## src/rtl/alu_control_unit.sv

```systemverilog
// ---------------------------------------------------------------------------
// alu_control_unit
//
// Purpose:
//   Sequencer that sits between an instruction source and a combinational
//   ALU. It accepts one 32-bit instruction over a valid/ready handshake,
//   reads its operands from an internal register file, presents operands
//   and opcode to the ALU, allows one settle cycle, then writes the ALU
//   result back and updates the C/Z/N status flags. Only one instruction
//   is in flight at a time.
//
// Instruction format:
//   [31:26] op   [25:23] rd   [22:20] rs1   [19:17] rs2
//   [16]    use_imm           [15:0]  imm (zero-extended)
//
// Ports:
//   clk, rst       clock (rising edge), asynchronous active-high reset
//   instr_valid    instruction available
//   instr          32-bit instruction word
//   instr_ready    CU can accept an instruction (IDLE only)
//   alu_a, alu_b   ALU operands (R[rs1], imm or R[rs2])
//   alu_op         ALU opcode, 0 = no-op
//   alu_ans1       ALU result
//   alu_ans2       ALU carry/borrow
//   alu_z, alu_n   ALU zero / negative flags
//   done           one-cycle pulse when an instruction retires
//   err            one-cycle pulse with done for an illegal opcode
//   flag_c/z/n     status flags
//   dbg_addr       register read-back address
//   dbg_data       R[dbg_addr], combinational; 0 for r0 and out-of-range
//
// States:
//   state    | meaning
//   ---------+-----------------------------------------------------------
//   S_IDLE   | waiting for instr_valid; instr_ready high
//   S_DECODE | check opcode, read register file, register ALU inputs
//   S_EXEC   | ALU settle cycle, operands/opcode held stable
//   S_WB     | done (and err) high; result and flags written on exit
// ---------------------------------------------------------------------------
module alu_control_unit #(
  parameter int NREG  = 8,
  parameter int WIDTH = 32
) (
  input  logic             clk,
  input  logic             rst,
  input  logic             instr_valid,
  input  logic [31:0]      instr,
  output logic             instr_ready,
  output logic [WIDTH-1:0] alu_a,
  output logic [WIDTH-1:0] alu_b,
  output logic [5:0]       alu_op,
  input  logic [WIDTH-1:0] alu_ans1,
  input  logic             alu_ans2,
  input  logic             alu_z,
  input  logic             alu_n,
  output logic             done,
  output logic             err,
  output logic             flag_c,
  output logic             flag_z,
  output logic             flag_n,
  input  logic [2:0]       dbg_addr,
  output logic [WIDTH-1:0] dbg_data
);

  localparam int         AW     = $clog2(NREG);
  localparam logic [3:0] NREG_L = 4'(NREG);

  localparam logic [5:0] OP_ADD = 6'b010000;
  localparam logic [5:0] OP_SUB = 6'b010001;
  localparam logic [5:0] OP_EQ  = 6'b100000;
  localparam logic [5:0] OP_NE  = 6'b100001;
  localparam logic [5:0] OP_LE  = 6'b100010;
  localparam logic [5:0] OP_GT  = 6'b100011;
  localparam logic [5:0] OP_SLL = 6'b110000;
  localparam logic [5:0] OP_SRL = 6'b110001;
  localparam logic [5:0] OP_SRA = 6'b110010;

  typedef enum logic [1:0] {
    S_IDLE   = 2'd0,
    S_DECODE = 2'd1,
    S_EXEC   = 2'd2,
    S_WB     = 2'd3
  } state_t;

  state_t           state;
  logic [31:0]      instr_q;
  logic             illegal_q;
  logic [WIDTH-1:0] regs [NREG];

  logic [5:0]  q_op;
  logic [2:0]  q_rd;
  logic [2:0]  q_rs1;
  logic [2:0]  q_rs2;
  logic        q_use_imm;
  logic [15:0] q_imm;

  assign q_op      = instr_q[31:26];
  assign q_rd      = instr_q[25:23];
  assign q_rs1     = instr_q[22:20];
  assign q_rs2     = instr_q[19:17];
  assign q_use_imm = instr_q[16];
  assign q_imm     = instr_q[15:0];

  function automatic logic op_legal(input logic [5:0] op);
    case (op)
      OP_ADD, OP_SUB,
      OP_EQ, OP_NE, OP_LE, OP_GT,
      OP_SLL, OP_SRL, OP_SRA: return 1'b1;
      default:                return 1'b0;
    endcase
  endfunction

  // r0 is hardwired to zero; addresses beyond the implemented file read 0
  // so a smaller NREG never aliases onto a lower register.
  function automatic logic addr_live(input logic [2:0] a);
    return (a != 3'd0) && ({1'b0, a} < NREG_L);
  endfunction

  function automatic logic [WIDTH-1:0] reg_read(input logic [2:0] a);
    if (!addr_live(a)) return '0;
    return regs[a[AW-1:0]];
  endfunction

  assign dbg_data = reg_read(dbg_addr);

  always_ff @(posedge clk or posedge rst) begin
    if (rst) begin
      state       <= S_IDLE;
      instr_q     <= '0;
      illegal_q   <= 1'b0;
      instr_ready <= 1'b1;
      alu_a       <= '0;
      alu_b       <= '0;
      alu_op      <= '0;
      done        <= 1'b0;
      err         <= 1'b0;
      flag_c      <= 1'b0;
      flag_z      <= 1'b0;
      flag_n      <= 1'b0;
      for (int i = 0; i < NREG; i++) begin
        regs[i] <= '0;
      end
    end else begin
      case (state)
        S_IDLE: begin
          if (instr_valid) begin
            instr_q     <= instr;
            instr_ready <= 1'b0;
            state       <= S_DECODE;
          end
        end

        S_DECODE: begin
          // Illegal ops still pass through EXEC so every instruction
          // retires with the same latency; the ALU only ever sees op 0.
          if (op_legal(q_op)) begin
            illegal_q <= 1'b0;
            alu_a     <= reg_read(q_rs1);
            alu_b     <= q_use_imm ? {{(WIDTH-16){1'b0}}, q_imm}
                                   : reg_read(q_rs2);
            alu_op    <= q_op;
          end else begin
            illegal_q <= 1'b1;
          end
          state <= S_EXEC;
        end

        S_EXEC: begin
          done  <= 1'b1;
          err   <= illegal_q;
          state <= S_WB;
        end

        S_WB: begin
          done <= 1'b0;
          err  <= 1'b0;
          if (!illegal_q) begin
            if (addr_live(q_rd)) begin
              regs[q_rd[AW-1:0]] <= alu_ans1;
            end
            flag_z <= alu_z;
            flag_n <= alu_n;
            // Carry is only meaningful for arithmetic ops.
            if (q_op == OP_ADD || q_op == OP_SUB) begin
              flag_c <= alu_ans2;
            end
          end
          alu_a       <= '0;
          alu_b       <= '0;
          alu_op      <= '0;
          instr_ready <= 1'b1;
          state       <= S_IDLE;
        end

        default: begin
          state <= S_IDLE;
        end
      endcase
    end
  end

endmodule
```

## config.mk

```make
export PLATFORM = sky130hd
export DESIGN_NAME = alu_control_unit
export DESIGN_NICKNAME = d
export VERILOG_FILES = /design/src/rtl/alu_control_unit.sv
export SDC_FILE = /design/constraint.sdc
export NUM_CORES = 1
export LEC_CHECK = 0
export CORE_ASPECT_RATIO = 0.8
export CORE_MARGIN = 2
export CORE_UTILIZATION = 57
export CTS_CLUSTER_SIZE = 12
export DETAILED_ROUTE_END_ITERATION = 10
export MAX_ROUTING_LAYER = met4
export PLACE_DENSITY = 0.85
export REMOVE_ABC_BUFFERS = 1
export SLEW_MARGIN = 20
export SYNTH_ARGS = -nofsm -noshare
export SYNTH_HDL_FRONTEND = slang
export SYNTH_SLANG_ARGS = --single-unit
```

## constraint.sdc

```tcl
create_clock -name clk -period 15.1 [get_ports clk]
set_clock_uncertainty 0.15 [all_clocks]
set_input_delay 3.775 -clock clk [delete_from_list [all_inputs] [get_ports clk]]
set_output_delay 3.775 -clock clk [all_outputs]
set_load 0.01 [all_outputs]
```

Yosys cells after proc, flatten, opt, wreduce, memory -nomap -nowiden
Cells that the tools add are included.
Operators by class
  add/subtract/negate cells: 0
  $mul: 0
  div/mod/pow operators: 0
  $lt $le $gt $ge: 5
  equal/unequal tests: 14
  shifts and indexed selects: 0
  multiplexer cells: 39
  bitwise gates (word level): 5
  reductions and logical operators: 17
Operators by type and width (number)
  two-way mux 32 bit: 15
  binary-select mux 32 bit (select 3 bit): 3
  bitwise mux 256 bit: 1
  one-hot mux 32 bit (2 select lines): 2
  demux 32 bit (select 3 bit): 1
  equality test 6 bit, second input constant: 7
  >= comparator 4 bit, second input constant: 4
  NOT 3 -> 4 bit: 4
  equality test 6 x 5 -> 1 bit, second input constant: 2
  one-hot mux 6 bit (2 select lines): 1
  nonzero test 3 bit: 4
  two-way mux 1 bit: 10
  OR reduction 9 bit: 1
  one-hot mux 2 bit (4 select lines): 1
  AND reduction 2 bit: 4
  two-way mux 6 bit: 1
  one-hot mux 1 bit (2 select lines): 3
  AND reduction 3 bit: 2
  nonzero test 2 bit: 3
  equality test 2 bit, second input constant: 2
  < comparator 4 x 1 -> 1 bit, second input constant: 1
  inequality test 2 bit, second input constant: 2
  equality test 2 x 1 -> 1 bit, second input constant: 1
  zero test 2 bit: 1
  4 further kinds: 4
Word-level totals
  bits in registers: 367
  latch bits: 0
  bits in writable memories: 0
  bits in read-only memories: 0
  input port bits: 73
  output and inout port bits: 108
  logic and storage cells: 100
  memories kept: 0

Logic depth before layout (Yosys ltp)
  depth in word-level cells: 10
  mapped depth: 9
  gate-level depth less buffers: 6

Worst setup path after synthesis
No wires, ideal clock.
  kind: input to output
  start: input dbg_addr[1]
  end: output dbg_data[14]
  arrival: 5.105 ns
  data required time: 11.175 ns
  slack: 6.070 ns
  stages: 5
  path buffers: 2
  cell sequence: clkbuf_1 clkbuf_1 mux2_2 a221oi_1 a21oi_1
On the way
  longest elaborated chain between the ends: 5
  elaborated cells on any way between the ends: 6
  classes of those cells: mux: 4; bitwise: 1; reduce/logical: 1
Ends and longest elaborated chain
  start, declared: line 61  | input logic [2:0] dbg_addr,
  NOT 3 -> 4 bit (not written as such): line 121  | return regs[a[AW-1:0]];
  binary-select mux 32 bit (select 3 bit): line 121
  two-way mux 32 bit (not written as such) (2 in a row): line 121
  two-way mux 32 bit *: line 121
  end, declared: line 62  | output logic [WIDTH-1:0] dbg_data
Every way passes the cells marked *; elsewhere a longest branch is shown, timed or not. The select of a mux whose other input is x is not followed.

Worst setup path in the final report
  start: input dbg_addr[1]
  end: output dbg_data[31]
Same word-level chain as after synthesis.

==> run_results.csv <==
group,metric,value,unit
run_status,outcome,"complete, no violations",
cts,htree_levels,2,
worst_setup_path,r2r_start,"state[0]$_DFFE_PP0P_",
yosys,postSynth.asyncResetShare,1.00,
timing,hold_violations,0,
cts,post_cts_buffers,0,
worst_setup_path,arrival,6790,ps
yosys,synth-edff-count,0,
yosys,synth_seq_cells,335,
pwr,p_comb_frac,0.421,
pwr,leakage,8.92,nW
global_route,antenna_found_initial,4,
pwr,pwr-share-seq,0.388,
cts,cts_buffer_depth,3,
floorplan,ios,181,
cts,cts_tree,"yes",
timing,fmax,93.3,MHz
pwr,peakVddDrop,0.103,mV
placed_design,dp_hpwl,28800,um
global_route,grt_max_degree,110,
cts,cts_buffers,37,
placed_design,gp_congestion,0.832,
detailed_routing,drc,0,
final_layout,fillers,2190,
detailed_routing,viasPerCell,6.75,
placed_design,portBuffers,180,
detailed_routing,dr.pass1.iters,6,
detailed_routing,wire_per_inst,26.4,um
pwr,p_sw_frac,0.365,
detailed_routing,routed_wl,50400,um
timing,final.min_clock_period,10720,ps
worst_setup_path,regToRegSetupSlack,11890,ps
detailed_routing,vias,12866,
yosys,synth-main-ff-cell,"dfrtp_1",
cts,clkSlewWorstSetupHoldPaths,60,ps
timing,setup_viol,0,
yosys,syn_inst,1342,
pwr,p_int,2.95,mW
worst_setup_path,endpoint,"dbg_data[31]",
final_layout,nNetsFinal,1541,
pwr,power,4.64,mW
timing,slew_viol_final,0,
global_route,grt_pass1_wl,78600,um
placed_design,placed_cell_area,19800,um^2
worst_setup_path,critPathRequiredTime,11180,ps
cts,clk-insertion-delay-late,530,ps
worst_setup_path,r2r-end,"regs[42]$_DFFE_PP0P_",
timing,timing.hold.ws,327,ps
floorplan,initial_core_util,0.582,
yosys,ys_seq_area_frac,0.472,
timing,tightest_slew,1180,ps
worst_setup_path,crit_fanout,65,
hold_path,hold_class,"flop to flop",
worst_setup_path,critPathLaunchType,"input port",
worst_setup_path,reg2regPathDepth,6,
detailed_routing,drt_iter0_drc,1099,
worst_setup_path,endpoint_kind,"output port",
floorplan,die_w,201,um
global_route,grt_pass1_vias,13525,
cts,postCtsHoldBufs,0,
cts,cts.sinks,335,
floorplan,placementRows,57,
final_layout,fin_area,21000,um^2
pwr,p_clk_frac,0.190,
timing,finalCritPeriodShare,0.710,
floorplan,chipHeight,162,um
timing,fin_setup_tns,0,ps
yosys,synth.distinct_cells,42,
worst_setup_path,crit_type,"input port to output port",
pwr,switchingPower,1.69,mW
cts,clockRootBuffer,"clkbuf_16",
yosys,synth_area_leaders,"dfrtp_1 (47%), mux2_2 (22%), mux4_2 (11%), a22o_1 (3.1%), a22oi_1 (2.0%)",
global_route,grt_overflow,0,
detailed_routing,antenna_left,0,
worst_setup_path,startpoint,"dbg_addr[1]",
final_layout,area_growth,18.2,%
timing,rsz0062_at_grt,"no",
yosys,yosysWarningCount,0,
timing,relSlewSlack,0.211,
final_layout,drive_above_1_share,0.360,
yosys,syn-cell-area,17800,um^2
yosys,synth_top_cell_area_share,0.470,
yosys,yosys.area.top_type,"dfrtp_1",
yosys,synth.avg_cell_area,13.2,um^2
cts,cts_resized,0,
pwr,power.density,221,nW/um^2
flow_run,max-cap-violations,0,
global_route,grtUsageTotal,0.321,
floorplan,core_area,30500,um^2
floorplan,die_area,32600,um^2
[final cells by class]
cell class,instances,area [um^2],share of cell area
well taps,413,517,0.0246
clock inverters,7,70.1,0.00334
flip-flops and latches,335,8400,0.400
inverters,35,139,0.00661
diodes,4,10.0,0.000476
multi-input cells,854,8810,0.419
repair buffers,201,1960,0.0931
clock buffers,57,1100,0.0525
[per-layer routing]
metal  GRT usage  wire length, um  vias up
li1            -                -     5387
met1       0.418            20300     6641
met2       0.510            24300      691
met3      0.0586             4240      147
met4       0.120             1490        0
met5           -                0        -
[sequential cells by signal, summed over array words and instances (netlist names)]
name,cells
regs,224
alu_a,32
alu_b,32
instr_q,32
alu_op,6
state,2
done,1
err,1
flag_c,1
flag_n,1
flag_z,1
illegal_q,1
instr_ready,1
[power by group through the flow]
stage | registers (mW) | clock network [mW] | logic, mW
after global placement | 1.75 | 0 | 1.88
after floorplan | 1.73 | 0 | 1.26
after detailed placement | 1.79 | 0 | 1.93
after CTS | 1.78 | 0.892 | 1.95
final | 1.80 | 0.883 | 1.96
after global routing | 1.86 | 0.933 | 2.09
[critical path: stages]
cell and delay [ps]:
buf_4 760, nor2b_4 1090, a22oi_1 200, o21ai_0 330
clkdlybuf4s50_1 600
[metrics by stage]
step,utilization,std cells,worst slack [ps]
4_1_cts,0.688,1902,4430
3_3_place_gp,0.649,1838,4450
2_1_floorplan,-,1224,1900
5_1_grt,0.688,1906,4360
3_5_place_dp,0.649,1838,4410
6_report,0.688,1906,4380
[worst min-delay path by stage]
stage / end / depth (start not counted) / start
2_1_floorplan: instr_q[10]$_DFFE_PP0P_ / 1 / instr_q[10]$_DFFE_PP0P_
3_3_place_gp: flag_n$_DFFE_PP0P_ / 2 / flag_n$_DFFE_PP0P_
3_5_place_dp: flag_z$_DFFE_PP0P_ / 2 / flag_z$_DFFE_PP0P_
4_1_cts: flag_z$_DFFE_PP0P_ / 2 / flag_z$_DFFE_PP0P_
5_1_grt: flag_z$_DFFE_PP0P_ / 2 / flag_z$_DFFE_PP0P_
6_report: flag_z$_DFFE_PP0P_ / 2 / flag_z$_DFFE_PP0P_
[cell usage in the layout, fill, tap and decap left out, drive strengths merged, types with 2 or more instances in the layout]
cell,n
o21ai,59
nor3b,2
a22oi,47
mux2i,13
clkinv,3
nand2,74
diode,4
a22o,63
and3,2
a221o,10
mux2,353
nor2,11
inv,37
nand3b,2
clkdlybuf4s50,177
nor2b,16
o31ai,5
and2,2
a32o,10
ha,4
mux4,90
a221oi,37
or3,2
buf,24
a211oi,2
clkbuf,57
nand2b,3
dfrtp,334
a21oi,37
[synth_stat cells, drive strengths merged (2+ instances only)]
cell and number:
a22o 63, mux2i 13, a221o 10, nand3b 2, or3 2, nor2 11
a221oi 37, o21ai 59, nand2 74, o31ai 5, and2 2, buf 53
a21oi 37, mux2 353, inv 35, a211oi 2, a22oi 47, nor3b 2
dfrtp 334, mux4 90, nand2b 3, clkbuf 65, nor2b 16, ha 4
and3 2, a32o 10
[cells by family (layout without fill, tap and decap cells)]
| group | Yosys count | count (layout) | synth area share |
|---|---|---|---|
| other | 0 | 4 | 0 |
| AOI/OAI and AO/OA | 275 | 275 | 0.113 |
| adders and majority gates | 4 | 4 | 0.00282 |
| muxes | 456 | 456 | 0.345 |
| and+or+nand+nor | 119 | 119 | 0.0308 |
| DFF | 335 | 335 | 0.472 |
| buffers and inverters | 153 | 300 | 0.0364 |
Note: power is estimated with default switching activity, not from simulation.
